==> src/rtl/fp_defs.sv <==
// Shared floating-point datapath definitions: operand width, arbiter FSM states, op tag.
package fp_defs;

    localparam int C_OP     = 16;
    localparam int TAG_ID_W = 4;

    typedef enum logic {
        RUN   = 1'b0,
        DRAIN = 1'b1
    } fp_arb_state_e;

    // id is sized for the largest supported requester count (16).
    typedef struct packed {
        logic                vld;
        logic [TAG_ID_W-1:0] id;
    } fp_tag_t;

endpackage

==> src/rtl/fp_add_arbiter_rr.sv <==
// Combinational round-robin pick: first requester at or after ptr_i, wrapping.
// Zero latency; grant_o is one-hot or all-zero.
module rr_arbiter #(
    parameter int NUM_REQ = 4,
    parameter int ID_W    = $clog2(NUM_REQ)
) (
    input  logic [NUM_REQ-1:0] req_i,
    input  logic [ID_W-1:0]    ptr_i,
    output logic [NUM_REQ-1:0] grant_o,
    output logic [ID_W-1:0]    idx_o,
    output logic               any_o
);

    logic found;

    always_comb begin
        grant_o = '0;
        idx_o   = '0;
        found   = 1'b0;
        for (int i = 0; i < NUM_REQ; i++) begin
            for (int n = 0; n < NUM_REQ; n++) begin
                if (!found && req_i[n] && (((int'(ptr_i) + i) % NUM_REQ) == n)) begin
                    found      = 1'b1;
                    grant_o[n] = 1'b1;
                    idx_o      = ID_W'(n);
                end
            end
        end
        any_o = found;
    end

endmodule

==> src/rtl/fp_add_arbiter.sv <==
// Round-robin share of one fp adder; fire to rsp_valid_o is ADD_LAT+1 cycles, 1 op/cycle,
// no response backpressure. flush_i drains the pipe. FP_ARB_STATS_EN adds grant counters.
module fp_add_arbiter
    import fp_defs::*;
#(
    parameter int NUM_REQ = 4,
    parameter int ADD_LAT = 1,
    parameter int C_OP    = fp_defs::C_OP
) (
    input  logic                    clk_i,
    input  logic                    rst_i,
    input  logic [NUM_REQ-1:0]      req_valid_i,
    output logic [NUM_REQ-1:0]      req_ready_o,
    input  logic [NUM_REQ*C_OP-1:0] req_a_i,
    input  logic [NUM_REQ*C_OP-1:0] req_b_i,
    output logic [NUM_REQ-1:0]      rsp_valid_o,
    output logic [C_OP-1:0]         rsp_data_o,
    output logic [C_OP-1:0]         add_a_o,
    output logic [C_OP-1:0]         add_b_o,
    input  logic [C_OP-1:0]         add_res_i,
    input  logic                    flush_i,
`ifdef FP_ARB_STATS_EN
    input  logic                    stat_clr_i,
    output logic [NUM_REQ*16-1:0]   stat_cnt_o,
`endif
    output logic                    idle_o
);

    localparam int ID_W = $clog2(NUM_REQ);

    fp_arb_state_e       state_q, state_d;
    logic [ID_W-1:0]     ptr_q, ptr_d;
    logic [C_OP-1:0]     add_a_q, add_b_q, rsp_data_q;
    logic [NUM_REQ-1:0]  rsp_valid_q, rsp_valid_d;
    fp_tag_t             tag_q [ADD_LAT];
    fp_tag_t             tag_d;

    logic [NUM_REQ-1:0]  grant;
    logic [ID_W-1:0]     win_idx;
    logic                win_any;
    logic                fire;
    logic                pipe_busy;

    rr_arbiter #(.NUM_REQ(NUM_REQ), .ID_W(ID_W)) u_rr (
        .req_i   (req_valid_i),
        .ptr_i   (ptr_q),
        .grant_o (grant),
        .idx_o   (win_idx),
        .any_o   (win_any)
    );

    // flush_i gates grants in the same cycle it rises, before the FSM has moved.
    always_comb begin
        state_d     = state_q;
        req_ready_o = '0;
        fire        = 1'b0;
        ptr_d       = ptr_q;
        case (state_q)
            RUN: begin
                if (flush_i) begin
                    state_d = DRAIN;
                end else begin
                    req_ready_o = grant;
                    fire        = win_any;
                end
            end
            DRAIN: begin
                if (!flush_i) state_d = RUN;
            end
            default: state_d = RUN;
        endcase
        if (fire) ptr_d = (win_idx == ID_W'(NUM_REQ-1)) ? '0 : win_idx + 1'b1;
        tag_d.vld = fire;
        tag_d.id  = TAG_ID_W'(win_idx);
    end

    always_comb begin
        rsp_valid_d = '0;
        for (int n = 0; n < NUM_REQ; n++) begin
            if (tag_q[ADD_LAT-1].vld && tag_q[ADD_LAT-1].id == TAG_ID_W'(n)) rsp_valid_d[n] = 1'b1;
        end
        // The response register counts as the final pipe stage for idle.
        pipe_busy = |rsp_valid_q;
        for (int i = 0; i < ADD_LAT; i++) pipe_busy = pipe_busy | tag_q[i].vld;
    end

    always_ff @(posedge clk_i or posedge rst_i) begin
        if (rst_i) begin
            state_q     <= RUN;
            ptr_q       <= '0;
            add_a_q     <= '0;
            add_b_q     <= '0;
            rsp_data_q  <= '0;
            rsp_valid_q <= '0;
            for (int i = 0; i < ADD_LAT; i++) tag_q[i] <= '0;
        end else begin
            state_q     <= state_d;
            ptr_q       <= ptr_d;
            rsp_valid_q <= rsp_valid_d;
            if (fire) begin
                add_a_q <= req_a_i[win_idx*C_OP +: C_OP];
                add_b_q <= req_b_i[win_idx*C_OP +: C_OP];
            end
            if (tag_q[ADD_LAT-1].vld) rsp_data_q <= add_res_i;
            tag_q[0] <= tag_d;
            for (int i = 1; i < ADD_LAT; i++) tag_q[i] <= tag_q[i-1];
        end
    end

`ifdef FP_ARB_STATS_EN
    logic [15:0] cnt_q [NUM_REQ];

    always_ff @(posedge clk_i or posedge rst_i) begin
        if (rst_i) begin
            for (int n = 0; n < NUM_REQ; n++) cnt_q[n] <= '0;
        end else if (stat_clr_i) begin
            for (int n = 0; n < NUM_REQ; n++) cnt_q[n] <= '0;
        end else if (fire && cnt_q[win_idx] != 16'hFFFF) begin
            cnt_q[win_idx] <= cnt_q[win_idx] + 16'd1;
        end
    end

    for (genvar n = 0; n < NUM_REQ; n++) begin : g_stat
        assign stat_cnt_o[n*16 +: 16] = cnt_q[n];
    end
`endif

    assign rsp_valid_o = rsp_valid_q;
    assign rsp_data_o  = rsp_data_q;
    assign add_a_o     = add_a_q;
    assign add_b_o     = add_b_q;
    assign idle_o      = (state_q == DRAIN) && !pipe_busy;

endmodule
==> config.mk <==
export PLATFORM = sky130hd
export DESIGN_NAME = fp_add_arbiter
export DESIGN_NICKNAME = d
export VERILOG_FILES = /design/src/rtl/fp_defs.sv /design/src/rtl/fp_add_arbiter_rr.sv /design/src/rtl/fp_add_arbiter.sv
export SDC_FILE = /design/constraint.sdc
export NUM_CORES = 1
export LEC_CHECK = 0
export CAP_MARGIN = 20
export CELL_PAD_IN_SITES_DETAIL_PLACEMENT = 1
export CELL_PAD_IN_SITES_GLOBAL_PLACEMENT = 1
export CORE_MARGIN = 2
export CORE_UTILIZATION = 28
export CTS_CLUSTER_DIAMETER = 80
export DETAILED_ROUTE_END_ITERATION = 7
export GPL_ROUTABILITY_DRIVEN = 1
export GPL_TIMING_DRIVEN = 0
export PLACE_DENSITY = 0.86
export SLEW_MARGIN = 20
export SYNTH_ARGS = -nofsm -noshare
export SYNTH_HDL_FRONTEND = slang
export SYNTH_SLANG_ARGS = --single-unit
export TNS_END_PERCENT = 30
==> constraint.sdc <==
create_clock -name clk_i -period 2.2 [get_ports clk_i]
set_input_delay 0.22 -clock clk_i [delete_from_list [all_inputs] [get_ports clk_i]]
set_output_delay 0.22 -clock clk_i [all_outputs]
set_load 0.005 [all_outputs]
==> results.md, run 1 <==
* Status: finished clean
* H-Tree Depth at 3
* First-pass detailed-route iteration total at 4
* Share of the synthesized area in the top cell type at between 40% and 50%
* Seq/Total Area, Yosys at a little over two fifths
* Detailed Route Iter0 Violations at 84
* Max IR drop VDD at 388 uV
* Largest cells by area after synthesis: dfrtp_1, mux2i_1, o221ai_2, mux2_2, nand2_1
* Nets at 640
* Relative slew slack at 62.5%
* Ys Warns at 0
* First-pass GRT wire length at 19,000 um
* Setup bufs post-CTS at 0
* Critical path endpoint category: output port
* Syn_nets at 424
* Crit path kind: in -> out
* Port bufs at 205
* Max Freq at 470 MHz
* Tmin final at 2.13 ns
* Antenna Violating Nets Remaining at 0
* Core area at 11,900 um2
* DP Worst Slack at -0.199 ns
* # hold bufs at CTS at 0
* Dpl hpwl at 9860 um
* Register area at between 1000 and 1500 um2
* Period utilization at 96.7%
* GRT Residual Overflow at 0
* Root Buffer: clkbuf_16
* Via/cell ratio at ~4.9
* Worst R2R End: add_b_o[13]
* Slew Viols, Final at 0
* Clk_lat worst skew at 0.32 ns
* Max Clock Skew at between 0.005 and 0.006 ns
* Pwr dens at a little over 800 nW/um2
* Worst Path Arrival at 1.91 ns
* Cts bufs inserted at 9
* Final wirelength at 12,300 um
* GRT Overall Usage at a little under a fifth
* Commonest non-fill, non-tap cell in the layout: clkdlybuf4s50_1
* Ports at 208
* Vias in the first global route at 3,576
* DR WL/cell at 19.1 um
* Worst hold path class: in -> async
* WP data required at 1.98 ns
* Top cell type by total area after synthesis: dfrtp_1
* Setup crit start: req_valid_i[3]
* Largest net degree at the start of global routing at 32
* Die ar. at 13,000 um2
* Total number of vias at 3,129
* Gpl congestion at 0.768
* Initial core utilization at 28.5%
* Synthesized area per cell at around 12 um2
* Power, Total at slightly below 5 mW
* Initial antenna violation count at 0
* Fin. Hold Viols at 0
* FF-to-FF Start: ptr_q[1]
* Max Buffers Root-to-Sink at 2
* # rows at 40
* Cell variety after synth at 38
* Setup crit start kind: input port
* Least-Margin Pin Slew at 0.563 ns
* Flops & latches, synth at 58
* Ant diodes at 0
* Worst reg2reg path depth at 6
* Leakage at 2.57 nW
* # fillers at 1,259
* Min Hold Slack at between 0.2 and 0.3 ns
* CTS tree: built
* Final worst slack at 0.0717 ns
* Area of the multi-input gates at 1720 um2
* Area grow syn2layout at 76.2%
* Residual DRC count at 0
* Die Ht at 114 um
* Worst setup path endpoint: req_ready_o[2]
* Syn Std Cell Area at 3390 um2
* Reg clk slew, reported paths at 0.05 ns
* Final setup vio count at 0
* R2R Setup Slk at 0.23 ns
* Die W at 114 um
* Clk sinks at 58
* Layout cells sized above 1 at 18.0%
* Mapped Cells at 273
* Commonest cells after routing, fill and taps aside: clkdlybuf4s50_1, mux2i_1, dfrtp_1
* Setup TNS at 0 ns
* MaxCap Viol Count at 0
* CP Max Fanout at 6
[cell usage after synthesis]
master    number
o211a_1        1
nor2_1         6
o221ai_1       2
o21ai_2        1
clkbuf_4       2
o31ai_4        1
nor3_1         1
buf_12         2
buf_6          7
a21boi_1       1
clkbuf_1       6
a211oi_1       1
nand2b_1       2
buf_8          3
buf_4          1
mux2i_1       65
dfrtp_1       58
a211o_1        1
o2111a_1       1
o21a_1         1
inv_1          4
or2_4          1
or3_1          1
and3_1         2
nor2_2         1
o221ai_2      31
buf_2          1
nand2_1       38
mux2_2        16
o21ai_0        3
or4b_2         1
nor3b_1        1
or3b_1         1
nor2b_1        2
inv_2          1
a21oi_1        4
a221oi_2       1
o21ai_1        1
[timing repair]
action	in CTS	in global routing
endpoints found under the setup margin	5	1
pin swaps	0	0
resized for setup	3	2
[critical path, cell delays in order]
cell,delay (ns)
clkdlybuf4s50_1,0.53
or2_4,0.33
a21oi_1,0.13
o211a_1,0.19
clkdlybuf4s50_1,0.52
[per-layer routing]
layer / track usage (%) / share of wire, % / up-vias
met5: 0 / 0 / -
met3: 6.43 / 8.7 / 10
met2: 35.6 / 53 / 155
li1: - / - / 1450
met1: 20.5 / 37 / 1514
met4: 5.85 / 0.97 / 0
[kinds of logic (layout without fill, tap and decap cells)]
logic type             count (synthesis)  count (layout)  share of synthesized area [%]
DFF                                   58              58                           42.8
buffers and inverters                 27             248                           6.86
and+or+nand+nor                       57              57                           7.53
AOI/OAI and AO/OA                     50              50                           18.3
muxes                                 81              81                           24.5
[registers in the layout (all words and copies together) (netlist names)]
name and count:
rsp_data_o 16, rsp_valid_o 4, add_a_o 16, add_b_o 16, ptr_q 2, state_q 1, tag_q 3
[stage by stage]
stage                     instances  utilization [%]  area, um2
after floorplan                 273                -       3390
after global placement          625             47.2       5630
after detailed placement        626             47.4       5650
after CTS                       641             50.1       5960
after global routing            641             50.2       5970
final                           641             50.2       5970
[report_power, final]
group / switching, mW / internal (mW) / leakage (nW) / total, mW
Clock: 0.487 / 1.02 / 0.156 / 1.50
Combinational: 0.754 / 1.14 / 1.71 / 1.89
Sequential: 0.171 / 1.32 / 0.711 / 1.49
Total: 1.41 / 3.48 / 2.57 / 4.89
[how the worst min path moves through the flow]
stage	start	to	slack [ns]	cells past startpoint
floorplan	flush_i	state_q	0.25	0
global placement	tag_q[1]	rsp_valid_o[1]	0.45	1
detailed placement	tag_q[1]	rsp_valid_o[1]	0.47	1
CTS	rst_i	add_a_o[4]	0.25	2
global route	rst_i	add_a_o[4]	0.27	2
finish	rst_i	rsp_data_o[15]	0.25	2
[layout make-up]
type                       count  area share, %
buffer                        21           3.52
clock buffer                  11           4.06
clock inverter                 5           1.30
inverter                       5          0.356
multi-input combinational    188           28.7
sequential                    58           24.3
tap                          147           3.08
timing repair buffer         206           34.6
Power figures use the tool's default switching activity.
==> inputs of run 2 (changes only) <==
--- a/config.mk
+++ b/config.mk
@@ -15,6 +15,7 @@
 export GPL_ROUTABILITY_DRIVEN = 1
 export GPL_TIMING_DRIVEN = 0
 export PLACE_DENSITY = 0.86
+export RECOVER_POWER = 100
 export SLEW_MARGIN = 20
 export SYNTH_ARGS = -nofsm -noshare
 export SYNTH_HDL_FRONTEND = slang
==> run 2 against run 1 <==
Against the previous run:
- final cell count unchanged
- first-iteration DRC count is 9.5% lower
- design area shrank 0.19%
- sequential power barely moved
- critical path depth stayed put
- wire length fell by 0.37%
- count of clock-buffer cells in the layout unchanged
- highest routed layer unchanged
==> results.md, run 2 (synthesis results as in run 1) <==
* RSZ-0062 raised after global routing: no
* Setup crit start kind: input port
* Final worst slack at 0.0854 ns (+0.0137 ns)
* Crit path kind: in -> out
* H-Tree Depth at 3 (unchanged)
* Max IR drop VDD at 389 uV (+0.32%)
* # hold bufs at CTS at 0 (unchanged)
* Relative slew slack at 7.95% (-55 points)
* Die Ht at 114 um (unchanged)
* Commonest non-fill, non-tap cell in the layout: clkdlybuf4s50_1
* Period utilization at 96.1% (-0.62 points)
* Net Sw Power at 1.40 mW (-0.91%)
* Routed met1 length at 4510 um (-0.90%)
* Total number of vias at 3,124 (-0.16%)
* GRT Overall Usage at 19.2% (unchanged)
* MaxCap Viol Count at 0 (unchanged)
* CP Max Fanout at 6 (unchanged)
* Nets at 640 (unchanged)
* Cts bufs inserted at 9 (unchanged)
* Clk network pwr share at 31.4% (+0.6 points)
* DR WL/cell at 19.1 um (-0.37%)
* Port bufs at 205 (unchanged)
* CTS tree: built
* Tmin final at 2.11 ns (-0.0137 ns)
* Clk_lat worst skew at 0.32 ns (about the same)
* Layout cells sized above 1 at 17.8% (-0.20 points)
* Max Clock Skew at 0.00596 ns (+0.000796 ns)
* Power Internal at 3.40 mW (-2.4%)
* Comb pwr share at 37.7% (-1.0 points)
* Slowest-stage cell, CP: clkdlybuf4s50_1
* GRT Residual Overflow at 0 (unchanged)
* Setup bufs post-CTS at 0 (unchanged)
* Root Buffer: clkbuf_16
* First-pass detailed-route iteration total at 4 (unchanged)
* Met2 WL at 6490 um (-0.55%)
* Via/cell ratio at 4.87 (-0.16%)
* Max Freq at 473 MHz (+0.65%)
* WL met3 at 1080 um (+0.93%)
* Residual DRC count at 0 (unchanged)
* Max Buffers Root-to-Sink at 2 (unchanged)
* Final setup vio count at 0 (unchanged)
* Antenna Violating Nets Remaining at 0 (unchanged)
* Vias in the first global route at 3,576 (unchanged)
* Die ar. at 13,000 um2 (unchanged)
* Critical path endpoint category: output port
* Initial antenna violation count at 0 (unchanged)
* Crit path top cell by count: clkdlybuf4s50_1
* Final wirelength at 12,200 um (-0.37%)
* Fin. Hold Viols at 0 (unchanged)
* DP Worst Slack at -0.199 ns (unchanged)
* # rows at 40 (unchanged)
* Die W at 114 um (unchanged)
* Slowest stage delay, CP at 0.52 ns (about the same)
* Largest net degree at the start of global routing at 32 (unchanged)
* Area grow syn2layout at 75.9%
* Commonest cells after routing, fill and taps aside: clkdlybuf4s50_1, mux2i_1, dfrtp_1
* # fillers at 1,264 (+0.40%)
* Flop pwr share at 30.9% (+0.4 points)
* Initial core utilization at 28.5% (unchanged)
* First-pass GRT wire length at 19,000 um (unchanged)
* Clk sinks at 58 (unchanged)
* Least-Margin Pin Slew at 1.37 ns (+0.811 ns)
* Placed inst area at 5650 um2 (unchanged)
* Final instance area at 5960 um2 (-0.19%)
* Highest routing layer actually used: met4
* WP data required at 1.98 ns (about the same)
* Pwr dens at 804 nW/um2 (-1.8%)
* Worst-path cell chain: clkdlybuf4s50_1 -> or2_4 -> a21oi_1 -> o211a_1 -> clkdlybuf4s50_1
* Gpl congestion at 0.768 (unchanged)
* Min Hold Slack at 0.265 ns (+0.0146 ns)
* Core area at 11,900 um2 (unchanged)
* Worst hold path class: in -> reg
* Worst Path Arrival at 1.89 ns (-0.02 ns)
* Detailed Route Iter0 Violations at 76 (-9.5%)
* Status: finished clean
* Leakage at 2.63 nW (+2.0%)
* Sw Share at 29.2% (+0.32 points)
* Power, Total at 4.79 mW (-2.0%)
* Ant diodes at 0 (unchanged)
* Slew Viols, Final at 0 (unchanged)
* Ports at 208 (unchanged)
* Reg clk slew, reported paths at 0.06 ns (about the same)
* Dpl hpwl at 9860 um (unchanged)
## run 2: per-stage QoR
stage	util (%)	setup TNS (ns)	std cells
after global routing	50.1	0	641
after floorplan	-	0	273
after CTS	50.1	0	641
after global placement	47.2	-39.52	625
final	50.1	0	641
after detailed placement	47.4	-5.49	626
## run 2: final timing paths
check | startpoint | endpoint | slack, ns | depth (start not counted)
worst max-delay path | req_valid_i[3] | req_ready_o[2] | 0.09 | 5
worst min-delay path | req_valid_i[2] | tag_q[1] | 0.27 | 3
worst max register to register | ptr_q[1] | add_b_o[13] | 0.12 | 6
worst min register to register | tag_q[1] | rsp_valid_o[1] | 0.47 | 1
max in group asynchronous | rst_i | ptr_q[1] | 0.81 | 3
min in group asynchronous | rst_i | rsp_data_o[15] | 0.66 | 2
## run 2: power by group through the flow
stage	logic, mW	clock network [mW]	registers [mW]
global route	1.95	1.59	1.52
global placement	1.88	0	1.48
CTS	1.93	1.54	1.49
finish	1.81	1.51	1.48
floorplan	0.917	0	1.49
detailed placement	1.94	0	1.49
## run 2: final cells by class
cell class	instances	area [um2]	area share (%)
repair buffers	206	2070	34.7
multi-input cells	188	1710	28.7
flip-flops and latches	58	1450	24.4
clock buffers	11	243	4.07
plain buffers	21	206	3.46
well taps	147	184	3.08
clock inverters	5	77.6	1.30
inverters	5	20.0	0.336
## run 2: worst max-delay path: cells and delay by family
family	cells	cell delay, ns
buf+inv	2	1.04
compound gates	2	0.32
simple gates	1	0.32
## run 2: what timing repair did
action                                  4_1_cts  5_1_grt
pin swaps                                     0        0
endpoints found under the setup margin        5        1
endpoints found under the hold margin         0        0
gates resized for setup                       3        2
## run 2: layer usage
metal / GRT usage, % / up-vias
li1: - / 1448
met1: 20.5 / 1503
met2: 35.6 / 161
met3: 6.43 / 12
met4: 5.85 / 0
met5: 0 / -
==> inputs of run 3 (changes only) <==
--- a/config.mk
+++ b/config.mk
@@ -5,14 +5,14 @@
 export SDC_FILE = /design/constraint.sdc
 export NUM_CORES = 1
 export LEC_CHECK = 0
-export CAP_MARGIN = 20
+export CAP_MARGIN = 40
 export CELL_PAD_IN_SITES_DETAIL_PLACEMENT = 1
 export CELL_PAD_IN_SITES_GLOBAL_PLACEMENT = 1
 export CORE_MARGIN = 2
 export CORE_UTILIZATION = 28
 export CTS_CLUSTER_DIAMETER = 80
 export DETAILED_ROUTE_END_ITERATION = 7
-export GPL_ROUTABILITY_DRIVEN = 1
+export GPL_ROUTABILITY_DRIVEN = 0
 export GPL_TIMING_DRIVEN = 0
 export PLACE_DENSITY = 0.86
 export RECOVER_POWER = 100
==> results of run 3 <==
No change in the layout: final DEF, timing and power equal those of run 2.
